**src/rtl/ieee1500_wsp_controller.sv**
```systemverilog
// ieee1500_wsp_controller: sequences one IR or DR scan through an IEEE 1500
// Wrapper Serial Port per host command and returns the scanned-out bits.
module ieee1500_wsp_controller #(
    parameter int IR_WIDTH = 3,
    parameter int DR_WIDTH = 16
) (
    input  logic                wrck,
    input  logic                wrst,
    input  logic                cmd_valid,
    output logic                cmd_ready,
    input  logic                cmd_is_ir,
    input  logic                cmd_update,
    input  logic [DR_WIDTH-1:0] cmd_data,
    output logic                rsp_valid,
    input  logic                rsp_ready,
    output logic [DR_WIDTH-1:0] rsp_data,
    output logic                busy,
    output logic                selectwir,
    output logic                capturewir,
    output logic                shiftwir,
    output logic                updatewir,
    output logic                selectwdr,
    output logic                capturewdr,
    output logic                shiftwdr,
    output logic                updatewdr,
    output logic                wsi,
    input  logic                wso
);

    localparam int CNT_W = $clog2(DR_WIDTH + 1);
    localparam logic [CNT_W-1:0] IR_LAST = CNT_W'(IR_WIDTH - 1);
    localparam logic [CNT_W-1:0] DR_LAST = CNT_W'(DR_WIDTH - 1);

    typedef enum logic [2:0] {
        S_IDLE,
        S_SELECT,
        S_CAPTURE,
        S_SHIFT,
        S_UPDATE,
        S_DONE
    } state_t;

    state_t              state;
    state_t              state_nxt;
    logic                is_ir_q;
    logic                update_q;
    logic [DR_WIDTH-1:0] sdata_q;
    logic [CNT_W-1:0]    cnt_q;
    logic                accept;
    logic                shift_last;
    logic                is_ir_nxt;
    logic                sel_nxt;
    logic                cap_nxt;
    logic                sh_nxt;
    logic                upd_nxt;

    assign cmd_ready  = (state == S_IDLE);
    assign busy       = (state != S_IDLE);
    assign rsp_valid  = (state == S_DONE);
    assign accept     = cmd_valid & cmd_ready;
    assign shift_last = (cnt_q == (is_ir_q ? IR_LAST : DR_LAST));
    // Register choice for the strobes about to be issued: the fresh command on accept.
    assign is_ir_nxt  = accept ? cmd_is_ir : is_ir_q;

    // Next-state logic and decode of the strobes that belong to the next state.
    always_comb begin
        // NOTE: every output of a combinational block gets a default first so no latch is inferred.
        state_nxt = state;
        case (state)
            S_IDLE:    if (cmd_valid) state_nxt = S_SELECT;
            S_SELECT:  state_nxt = S_CAPTURE;
            S_CAPTURE: state_nxt = S_SHIFT;
            S_SHIFT:   if (shift_last) state_nxt = (is_ir_q | update_q) ? S_UPDATE : S_DONE;
            S_UPDATE:  state_nxt = S_DONE;
            S_DONE:    if (rsp_ready) state_nxt = S_IDLE;
            default:   state_nxt = S_IDLE;
        endcase
        sel_nxt = state_nxt inside {S_SELECT, S_CAPTURE, S_SHIFT, S_UPDATE};
        cap_nxt = (state_nxt == S_CAPTURE);
        sh_nxt  = (state_nxt == S_SHIFT);
        upd_nxt = (state_nxt == S_UPDATE);
    end

    // State register.
    always_ff @(posedge wrck) begin
        // NOTE: sequential state uses non-blocking assignments so all flops update together.
        if (wrst) state <= S_IDLE;
        else      state <= state_nxt;
    end

    // Command latch, shift counter and scan-in data that feeds wsi LSB first.
    always_ff @(posedge wrck) begin
        if (wrst) begin
            is_ir_q  <= 1'b0;
            update_q <= 1'b0;
            sdata_q  <= '0;
            cnt_q    <= '0;
        end else begin
            if (accept) begin
                is_ir_q  <= cmd_is_ir;
                update_q <= cmd_update;
                sdata_q  <= cmd_data;
                cnt_q    <= '0;
            end
            if (state == S_SHIFT) cnt_q <= cnt_q + CNT_W'(1);
            if (state_nxt == S_SHIFT) sdata_q <= sdata_q >> 1;
        end
    end

    // WSP strobes and wsi are registered from the next state so they align with it.
    always_ff @(posedge wrck) begin
        if (wrst) begin
            selectwir  <= 1'b0;
            capturewir <= 1'b0;
            shiftwir   <= 1'b0;
            updatewir  <= 1'b0;
            selectwdr  <= 1'b0;
            capturewdr <= 1'b0;
            shiftwdr   <= 1'b0;
            updatewdr  <= 1'b0;
            wsi        <= 1'b0;
        end else begin
            selectwir  <= sel_nxt &  is_ir_nxt;
            capturewir <= cap_nxt &  is_ir_nxt;
            shiftwir   <= sh_nxt  &  is_ir_nxt;
            updatewir  <= upd_nxt &  is_ir_nxt;
            selectwdr  <= sel_nxt & ~is_ir_nxt;
            capturewdr <= cap_nxt & ~is_ir_nxt;
            shiftwdr   <= sh_nxt  & ~is_ir_nxt;
            updatewdr  <= upd_nxt & ~is_ir_nxt;
            wsi        <= sh_nxt  & sdata_q[0];
        end
    end

    // Store wso into the response bit indexed by the current shift cycle.
    always_ff @(posedge wrck) begin
        if (wrst) begin
            rsp_data <= '0;
        end else if (accept) begin
            rsp_data <= '0;
        end else if (state == S_SHIFT) begin
            for (int i = 0; i < DR_WIDTH; i++) begin
                if (cnt_q == CNT_W'(i)) rsp_data[i] <= wso;
            end
        end
    end

endmodule

```
**config.mk**
```make
export PLATFORM = sky130hd
export DESIGN_NAME = ieee1500_wsp_controller
export DESIGN_NICKNAME = d
export VERILOG_FILES = /design/src/rtl/ieee1500_wsp_controller.sv
export SDC_FILE = /design/constraint.sdc
export NUM_CORES = 1
export LEC_CHECK = 0
export ABC_AREA = 1
export BUFFER_PORTS_ARGS = -buffer_cell sky130_fd_sc_hd__buf_2
export CAP_MARGIN = 10
export CORE_ASPECT_RATIO = 0.6
export CORE_MARGIN = 5
export CORE_UTILIZATION = 30
export CTS_BUF_LIST = sky130_fd_sc_hd__clkbuf_8 sky130_fd_sc_hd__clkbuf_16
export DETAILED_ROUTE_END_ITERATION = 8
export HOLD_SLACK_MARGIN = 0.15
export PLACE_DENSITY_LB_ADDON = 0.05
export SYNTH_ARGS = -nofsm -noshare
export SYNTH_HDL_FRONTEND = slang
export SYNTH_SLANG_ARGS = --single-unit
export TNS_END_PERCENT = 100
```
**constraint.sdc**
```tcl
create_clock -name wrck -period 1.9 [get_ports wrck]
set_input_delay 0 -clock wrck [delete_from_list [all_inputs] [get_ports wrck]]
set_output_delay 0 -clock wrck [all_outputs]
set_load 0.01 [all_outputs]
```
After elaboration in Yosys (flattened, before gate mapping)
Cells that the tools add are included.
W data, S select, Z words.
Cells by class
  $add $sub $neg: 1
  eq/ne operators: 25
  muxes and demuxes: 11
  bitwise operators: 12
  reductions and logical operators: 24
Operators by type and width (count)
  $eq A5 B4 Y1 const B: 8
  $reduce_and A2 Y1: 16
  $mux W15: 2
  $eq A5 B3 Y1 const B: 4
  $pmux W3 S6: 1
  $eq A3 B2 Y1 const B: 4
  $and A1 B1 Y1: 10
  $eq A5 B2 Y1 const B: 2
  $mux W5: 2
  $eq A3 B3 Y1 const B: 3
  $mux W3: 3
  $eq A3 B1 Y1 const B: 2
  $add A5 B1 Y5 const B: 1
  $eq A5 B1 Y1 const B: 1
  $eq A5 B4 Y1: 1
  $logic_not A5 Y1: 1
  $mux W4: 1
  $reduce_bool A2 Y1: 2
  $reduce_bool A4 Y1: 1
  $reduce_or A2 Y1: 2
  $logic_not A3 Y1: 1
  $reduce_bool A3 Y1: 1
  $mux W1: 2
  $not A1 Y1: 1
  $or A1 B1 Y1: 1
Storage, ports and cells
  bits in registers: 51
  bits of input ports: 23
  output and inout port bits: 28
  word-level logic and storage cells: 104

Longest topological paths before layout
Gate-level depths: netlist (run 1).
  word-level depth: 7
  depth in mapped cells: 10
  depth with buffers taken out: 9

Least setup slack after synthesis (run 1)
Ideal clock, no wire load.
  kind: flip-flop to flip-flop
  from: register state[1]
  to: register sdata_q[4]
  setup time: 132 ps
  data arrival time: 1256 ps
  required time: 1768 ps
  path slack: 512 ps
  cell stages (with the launch flop): 11
  path buffers: 1
  period minus slack after synthesis: 1388 ps
  path through: dfxtp_1 > nor2_1 > nand2_2 > inv_2 > nand2_4 > clkinv_2 > buf_4 > nand2_1 > nand3_1 > nand2_1 > a21oi_1
On the way
  cells in the longest elaborated chain, start to end: 4
  elaborated cells between the ends (all ways): 14
  those cells by class: eq/ne: 6; mux: 5; bitwise: 1; reduce/logical: 2
RTL lines
  start: declaration: RTL line 43  | state_t state;
  start signal: assignment: RTL line 88  | else state <= state_nxt;
  $logic_not A3 Y1 *: RTL line 57  | assign cmd_ready = (state == S_IDLE);
  net cmd_ready: RTL line 10  | output logic cmd_ready,
  $pmux W3 S6: RTL line 69  | case (state)
  $eq A3 B2 Y1: RTL line 106  | if (state_nxt == S_SHIFT) sdata_q <= sdata_q >> 1;
  $mux W15 / $reduce_bool A2 Y1 (equally long branches)
  end signal: assignment: RTL line 102  | sdata_q <= cmd_data;
  end signal: assignment: RTL line 106
  end: declaration: RTL line 47  | logic [DR_WIDTH-1:0] sdata_q;
The timed path passes the listed nets; every way through them passes the cells marked *.
A chain may end at the register's enable or synchronous reset.

Worst setup path in the final report (run 1)
  from: register state[1]
  to: register update_q
On the way
  cells in the longest elaborated chain, start to end: 2
RTL lines
  $logic_not A3 Y1: RTL line 57
  $and A1 B1 Y1: RTL line 60  | assign accept = cmd_valid & cmd_ready;
  end signal: assignment: RTL line 101  | update_q <= cmd_update;
  end: declaration: RTL line 46  | logic update_q;
Every way passes these cells.

==> flow_summary.ini, run 1 <==
[outcome]
status = completed

[global_route]
grt_max_degree = 26
grt-ovfl-total = 0
antenna_found_initial = 0
grt_pass1_wl_um = 10500
first_global_vias = 2142
track_usage_pct = 12.9

[detailed_routing]
drt_pass1_iterations = 4
via_count = 2308
drc = 0
ant_nets = 0
drtIter0Drc = 157
wl_per_cell_um = 12.1
routed_wl_um = 6340
viasPerCell = 4.42

[sta]
worst_slew_pin_slew_ns = 0.579
hold_violations = 0
finalSetupTns_ns = 0
fin_skew_ns = 0.00520
fmax_ghz = 0.595
maxSlewHeadroom_pct = 61.3
final-setup-viol-count = 0
rsz0062_at_grt = false
fin_crit_sh_pct = 88.5
finalCriticalPeriod_ns = 1.68
layout_setup_ws_ns = 0.219
slew_violations = 0

[yosys]
synth.ff_latch_count = 51
postSynthCellCount = 344
ys_seq_area_share_pct = 41.8
yosys.cell_types.count = 29
synth_ff_type = dfxtp_1
synth_nets = 372
synth_warnings = 0
async_reset_ff_share_pct = 0
synth.avg_cell_area_um2 = 7.10
synth_area_um2 = 2440
synth_edf_count = 0

[cells_and_area]
drive_gt1_share_pct = 20.3
final_cells = 522
fin_util_pct = 40.4
nets = 441
final_common_cell = nand2_1
final_cell_mix = nand2_1, dfxtp_1, buf_2, inv_1, a21oi_1
n_antenna_cell = 0
areaGrowthSynthToFinish_pct = 30.9

[setup_path]
rrSetupSlack_ns = 0.22
reg2reg_from = state[1]
worstPathMaxFanout = 11
critPathLaunchType = flop
crit_family = buffers and inverters
critical_path_class = flop to flop
crit_chain = nor2_1, nand2_2, inv_2, nand2_4, o21ai_0, dlygate4sd3_1, a21oi_1
critical_path_arrival_ns = 1.86
worstPathRequired_ns = 2.08
cp-end-kind = flop
r2r_end = update_q
reg2regPathDepth = 7
path_buf_inv = 2
critPathMaxStageDelay_ns = 0.56
cpMaxStageDelayCell = dlygate4sd3_1

[power_and_ir_drop]
p_total_mw = 2.69
powerDensity_nw_per_um2 = 842
leakage_nw = 1.39
vdd_drop_max_v = 0.000302

[clock_network]
clock_latency_ns = 0.29
cts_inserted_buffers = 5
clk_transition_reported_paths_ns = 0.06
cts_root_buf = clkbuf_16
cts_resized = 0
cts_max_path_buffers = 2
htreeDepth = 2
cts_tree = done
clkSinkCount = 51

[hold_path]
whs_path_depth = 6
min_to = updatewir
worstHoldPathType = primary input to flop
worstHoldStart = rsp_ready

[die]
fp.dieArea_um2 = 10100
fp.dieW_um = 127
core-area_um2 = 7910
ioPinCount = 51
dieHeight_um = 79.9
rows = 25
initial_core_util_pct = 30.9

[place]
dp.cells = 492
dpl.hpwl_um = 4480
port_buffers = 50
place_ws_ns = 0.271
place.gp.congestion = 0.784

[run]
drv_cap = 0
## how the worst max path moves through the flow
stage / cells after the start / startpoint / endpoint
floorplan: 10 / state[1] / sdata_q[4]
global placement: 6 / state[1] / rsp_data[13]
detailed placement: 9 / state[1] / sdata_q[3]
CTS: 7 / state[1] / update_q
global route: 9 / state[1] / sdata_q[12]
finish: 7 / state[1] / update_q
## tightest hold or removal path, stage by stage
cell	delay, ns
buf_2	0.09
nand2_1	0.05
nand2_1	0.10
nand2_1	0.07
nand3_2	0.10
nor2_1	0.04
## cells in the mapped netlist, drive strengths merged, types with 5 or more instances
| cell | count | area (um^2) |
|---|---|---|
| o21ai | 5 | 25.0 |
| clkbuf | 8 | 30.0 |
| buf | 9 | 60.1 |
| inv | 38 | 143 |
| nand3 | 37 | 213 |
| a211oi | 6 | 50.1 |
| dfxtp | 51 | 1020 |
| nand2 | 99 | 399 |
| nor2 | 26 | 105 |
| a21oi | 35 | 179 |
| nand4 | 17 | 106 |
| ha | 5 | 62.6 |
## sequential cells by signal (all words and copies together), names as in the netlist, 3 cells and up
name      flops
sdata_q      16
cnt_q         5
state         3
rsp_data     16
## through the flow
stage | cell area, um^2 | hold WS (ns)
after floorplan | 2440 | 0.192
after global placement | 2800 | 0.294
after detailed placement | 2800 | 0.312
after CTS | 3200 | 0.191
after global routing | 3200 | 0.248
final | 3200 | 0.206
## timing repair
action / 4_1_cts / 5_1_grt
endpoints found under the setup margin: 0 / 0
hold buffers: 22 / 0
hold endpoints to repair: 39 / 0
buffers inserted: 0 / 0
## cell type report
class                      instances  area (um^2)
sequential                        51         1020
clock buffer                       6          139
tap                              108          135
multi-input combinational        236         1180
inverter                          40          153
fill                             856         4720
timing repair buffer              79          536
clock inverter                     2         35.0
## logic make-up after synthesis
| group | share of synthesized area (%) |
|---|---|
| fa+ha+maj | 2.56 |
| simple gates | 34.8 |
| flops | 41.8 |
| buf+inv | 9.93 |
| compound gates | 11.0 |
## power by group
group | internal (mW) | switching [mW] | leakage (nW)
clock | 0.655 | 0.401 | 0.0868
combinational | 0.181 | 0.276 | 0.889
sequential | 1.14 | 0.0395 | 0.415
## per-layer routing
metal  wire (um)  GRT usage (%)  vias up  part of all wire, %
met2        2380           17.1       44                   37
met3         339           3.61        7                  5.3
met5           0              0        -                    0
met1        3540           19.6      996                   56
li1            -              -     1261                    -
met4          80           3.85        0                  1.3
Power figures use the tool's default switching activity.
==> run 2: changes to the inputs <==
CTS_BUF_LIST = sky130_fd_sc_hd__clkbuf_4   (was sky130_fd_sc_hd__clkbuf_8 sky130_fd_sc_hd__clkbuf_16)
clock period = 1.4 ns   (was 1.9 ns; I/O delays follow)
==> flow_summary.ini, run 2 (same netlist as run 1, synthesis figures left out) <==
[power_and_ir_drop]
leakage_nw = 1.51
p_total_mw = 3.10
vdd_drop_max_v = 0.000281
powerDensity_nw_per_um2 = 884

[die]
rows = 25
ioPinCount = 51
core-area_um2 = 7910
fp.dieW_um = 127
fp.dieArea_um2 = 10100
dieHeight_um = 79.9
initial_core_util_pct = 30.9

[detailed_routing]
drc = 0
via_count = 2470
drt_pass1_iterations = 4
drtIter0Drc = 166
routed_wl_um = 6720
ant_nets = 0
wl_per_cell_um = 12.2
viasPerCell = 4.48

[sta]
fin_crit_sh_pct = 98.9
worst_slew_pin_slew_ns = 0.321
hold_violations = 0
slew_violations = 0
fmax_ghz = 0.722
fin_skew_ns = 0.0102
final-setup-viol-count = 0
finalSetupTns_ns = 0
maxSlewHeadroom_pct = 78.6
finalCriticalPeriod_ns = 1.38
rsz0062_at_grt = true
hold_slack_ns = 0.426

[place]
dpl.hpwl_um = 4620
port_buffers = 50
place.gp.congestion = 0.813

[cells_and_area]
drive_gt1_share_pct = 33.9
fin_util_pct = 44.3
multi_input_area_um2 = 1290
layout.area.seq_um2 = 1040
final_cell_mix = nand2_1, buf_2, dfxtp_1, nand3_1, a21oi_1
fillers = 818
final_common_cell = nand2_1
areaGrowthSynthToFinish_pct = 43.4
n_antenna_cell = 0
reg.largest.list = rsp_data: 16 flops, sdata_q: 16 flops, cnt_q: 5 flops
nets = 470

[global_route]
track_usage_pct = 13.2
grt-ovfl-total = 0
grt_pass1_wl_um = 10900
first_global_vias = 2189
grt_max_degree = 26
antenna_found_initial = 0

[clock_network]
clkSinkCount = 51
cts_max_path_buffers = 2
clock_latency_ns = 0.39
clk_transition_reported_paths_ns = 0.16
cts_tree = done
cts_inserted_buffers = 5
cts_root_buf = clkbuf_4
htreeDepth = 2

[setup_path]
crit_chain = nor2_4, nand2_2, nand2_2, nand3_2, nand3_4, buf_12, nand3_1, nand2_1, a21oi_1
worstPathMaxFanout = 19
critPathMaxStageDelay_ns = 0.39
crit_family = simple AND/OR/NAND/NOR gates
critical_path_arrival_ns = 1.67
critPathLaunchType = flop
critical_path_class = flop to flop
cp_common_cell = nand2_2
path_buf_inv = 1
cpMaxStageDelayCell = dfxtp_4
worstPathRequired_ns = 1.68
cp-end-kind = flop

[outcome]
status = completed

[hold_path]
worstHoldPathType = primary input to flop

[run]
drv_cap = 0
-- run 2: repair_timing --
item | in CTS | in global routing
endpoints found under the setup margin | 31 | 39
cloned | 0 | 0
hold buffers | 22 | 0
resized for setup | 15 | 38
pin swaps | 1 | 12
endpoints found under the hold margin | 51 | 0
setup buffers | 0 | 4
-- run 2: cell type report --
cell class | instances | share of cell area (%)
Clock buffer | 5 | 1.07
Clock inverter | 3 | 0.679
Inverter | 40 | 4.71
Multi-Input combinational cell | 236 | 36.7
Sequential cell | 51 | 29.6
Tap cell | 108 | 3.86
Timing Repair Buffer | 108 | 23.4
-- run 2: worst paths after layout --
check / from / to / slack, ns / cells after the start
worst min register to register: sdata_q[0] / wsi / 0.46 / 2
worst max-delay path: cnt_q[2] / sdata_q[7] / 0.02 / 9
worst min-delay path: cmd_update / update_q / 0.43 / 4
worst max register to register: cnt_q[2] / sdata_q[7] / 0.02 / 9
-- run 2: routing by layer --
| metal | track usage [%] | share of wire [%] | wire length (um) | vias to the layer above |
|---|---|---|---|---|
| met3 | 3.48 | 4.9 | 327 | 7 |
| li1 | - | - | - | 1319 |
| met5 | 0 | 0 | 0 | - |
| met4 | 2.89 | 0.82 | 55 | 0 |
| met1 | 20.7 | 55 | 3700 | 1101 |
| met2 | 17.4 | 39 | 2640 | 43 |
-- run 2: where the power goes --
part	switching, mW	internal (mW)
registers	0.0509	1.55
clock network	0.519	0.202
logic	0.430	0.346
-- run 2: tightest hold or removal path, stage by stage --
cell and delay, ns:
dlygate4sd3_1 0.52, buf_2 0.10, o21ai_0 0.07, a21oi_1 0.10
-- run 2: per-stage QoR --
step                      instances  instance area, um^2  setup slack [ns]
after floorplan                 344                 2440            0.0119
after global placement          517                 3040            -0.153
after detailed placement        517                 3040            -0.105
after CTS                       547                 3360          -0.00847
after global routing            551                 3500           -0.0833
final                           551                 3500            0.0156
==> run 3: changes to the inputs <==
ABC_AREA = 0   (was 1)
==> flow_summary.ini, run 3 <==
[outcome]
status = finished with violations
violations = negative setup slack

[die]
core-area_um2 = 7820
dieHeight_um = 79.1
fp.dieArea_um2 = 9890
initial_core_util_pct = 30.5
ioPinCount = 51
fp.dieW_um = 125
rows = 25

[cells_and_area]
n_antenna_cell = 0
drive_gt1_share_pct = 54.5
final_cell_mix = buf_2, dfxtp_1, buf_4, mux2i_1, dlygate4sd3_1
fillers = 745
areaGrowthSynthToFinish_pct = 69.5
reg.largest.list = rsp_data: 16 flops, sdata_q: 16 flops, cnt_q: 5 flops
final_common_cell = buf_2
final_cells = 473
nets = 392

[sta]
rsz0062_at_grt = true
maxSlewHeadroom_pct = 67.9
fin_skew_ns = 0.0237
slew_violations = 0
hold_violations = 0
finalCriticalPeriod_ns = 1.82
final-setup-viol-count = 49
layout_setup_ws_ns = -0.418
fmax_ghz = 0.550
hold_slack_ns = 0.413
worst_slew_pin_slew_ns = 0.480
fin_crit_sh_pct = 130

[place]
place_ws_ns = -0.403
dp.cells = 422
port_buffers = 50
place.gp.congestion = 0.727
dpl.hpwl_um = 4550

[power_and_ir_drop]
intPower_mw = 2.34
p_sw_mw = 0.884
clockPowerShare_pct = 27.8
p_sw_share_pct = 27.4
p_comb_share_pct = 24.1
leakage_nw = 1.58
powerDensity_nw_per_um2 = 799
seq_power_share_pct = 48.1
vdd_drop_max_v = 0.000315

[yosys]
synth_area_leaders = dfxtp_1, mux2i_1, nand4b_1
synth_ff_type = dfxtp_1
synth_common_cells = dfxtp_1, nor2_1, mux2i_1
postSynthCellCount = 251
synth.avg_cell_area_um2 = 9.50
synth_top_family_by_area = simple AND/OR/NAND/NOR gates
synth_top_area_cell = dfxtp_1
yosys.area_share.xor_xnor_pct = 0
yosys.cell_types.count = 38
synth_nets = 279
yosys.area_share.simple_pct = 24.1
synth.ff_latch_count = 51
synth_area_um2 = 2380
synth_edf_count = 0
synth_mux_area_share_pct = 13.0
async_reset_ff_share_pct = 0
ys_seq_area_share_pct = 42.8
synth_top_area_share_pct = 42.8
yosysMostFrequentCell = dfxtp_1
synth_warnings = 0
synthAdderAreaFrac_pct = 2.62
synth-compound-area-share_pct = 12.4

[detailed_routing]
viasPerCell = 4.73
drtIter0Drc = 103
wl_per_cell_um = 15.3
routed_wl_um = 7260
drt_pass1_iterations = 4
via_count = 2239
drc = 0
ant_nets = 0

[global_route]
grt_max_degree = 27
first_global_vias = 2066
grt_pass1_wl_um = 10900
grt-ovfl-total = 0
antenna_found_initial = 0
track_usage_pct = 13.8

[clock_network]
cts_root_buf = clkbuf_4
clk_transition_reported_paths_ns = 0.16
htreeDepth = 2
cts_inserted_buffers = 5
cts_tree = done
cts_max_path_buffers = 2
clkSinkCount = 51
clock_latency_ns = 0.38

[setup_path]
critical_path_class = flop to flop
critical_path_arrival_ns = 2.07
cp-end-kind = flop
worstPathMaxFanout = 7
worstPathRequired_ns = 1.65
critPathLaunchType = flop

[hold_path]
worstHoldPathType = primary input to flop

[run]
drv_cap = 0
-- run 3: changes by cell type after synthesis, moves of 6 or more --
cell,previous run,this run
a21oi_1,34,8
and3_1,0,6
o31ai_2,0,7
inv_1,34,6
nor2_1,25,34
nand4_1,17,3
nor2b_1,0,7
nand2_1,94,5
nand3_1,33,14
nand4b_1,0,15
clkbuf_1,8,16
mux2i_1,0,31
o31ai_1,0,7
-- run 3: stage by stage --
stage               setup TNS, ns  total power [mW]  util, %  cell area (um^2)
finish                     -10.83              3.23     51.7              4040
detailed placement         -10.38              2.11     39.1              3060
global route               -14.56              3.40     51.7              4040
CTS                         -9.79              3.14     45.4              3550
global placement            -9.59              2.11     39.1              3060
floorplan                   -7.91              1.91        -              2490
-- run 3: cell families (layout without fill, tap and decap cells) --
| family | Yosys count | count (layout) |
|---|---|---|
| DFF | 51 | 51 |
| buffers and inverters | 27 | 138 |
| AOI/OAI and AO/OA | 36 | 36 |
| muxes | 31 | 31 |
| adders and majority gates | 5 | 5 |
| and+or+nand+nor | 101 | 104 |
-- run 3: final timing paths --
path / endpoint / slack, ns / from / cells after the start
min: update_q / 0.41 / cmd_update / 4
min reg2reg: sdata_q[14] / 0.49 / sdata_q[15] / 2
max reg2reg: sdata_q[2] / -0.42 / cnt_q[3] / 5
max: sdata_q[2] / -0.42 / cnt_q[3] / 5
-- run 3: final cells by class --
class                           instances  area (um^2)  area share [%]
Clock buffer                            7         52.6            1.30
Multi-Input combinational cell        176         1760            43.6
Inverter                                6         30.0           0.743
Clock inverter                          1         30.0           0.743
Timing Repair Buffer                  124          995            24.6
Tap cell                              108          135            3.34
Sequential cell                        51         1040            25.7
-- run 3: worst max-delay path: stages (launching register included) --
cell and delay (ns):
dfxtp_2 0.36, or4b_4 0.55, a211o_4 0.39, buf_4 0.17, nand4b_1 0.13, o31ai_2 0.09
-- run 3: power by group through the flow --
stage               Combinational, mW  Clock (mW)  Sequential (mW)
floorplan                       0.328           0             1.58
global placement                0.528           0             1.59
detailed placement              0.527           0             1.59
CTS                             0.631       0.948             1.56
global route                    0.838        1.00             1.56
finish                          0.777       0.896             1.55
-- run 3: layer usage --
metal	vias up	share of wire, %	GRT usage [%]	wire length [um]
met2	39	40	18.4	2880
met1	1056	55	21.3	4020
met3	5	4.2	3.83	307
li1	1139	-	-	-
met4	0	0.66	3.57	48
met5	-	0	0	0
-- run 3: repair_timing --
action,4_1_cts,5_1_grt
pin swaps,7,26
gates cloned,2,3
hold buffers,22,0
endpoints found under the setup margin,54,54
buffers inserted,8,9
endpoints found under the hold margin,42,0
gates resized for setup,27,86
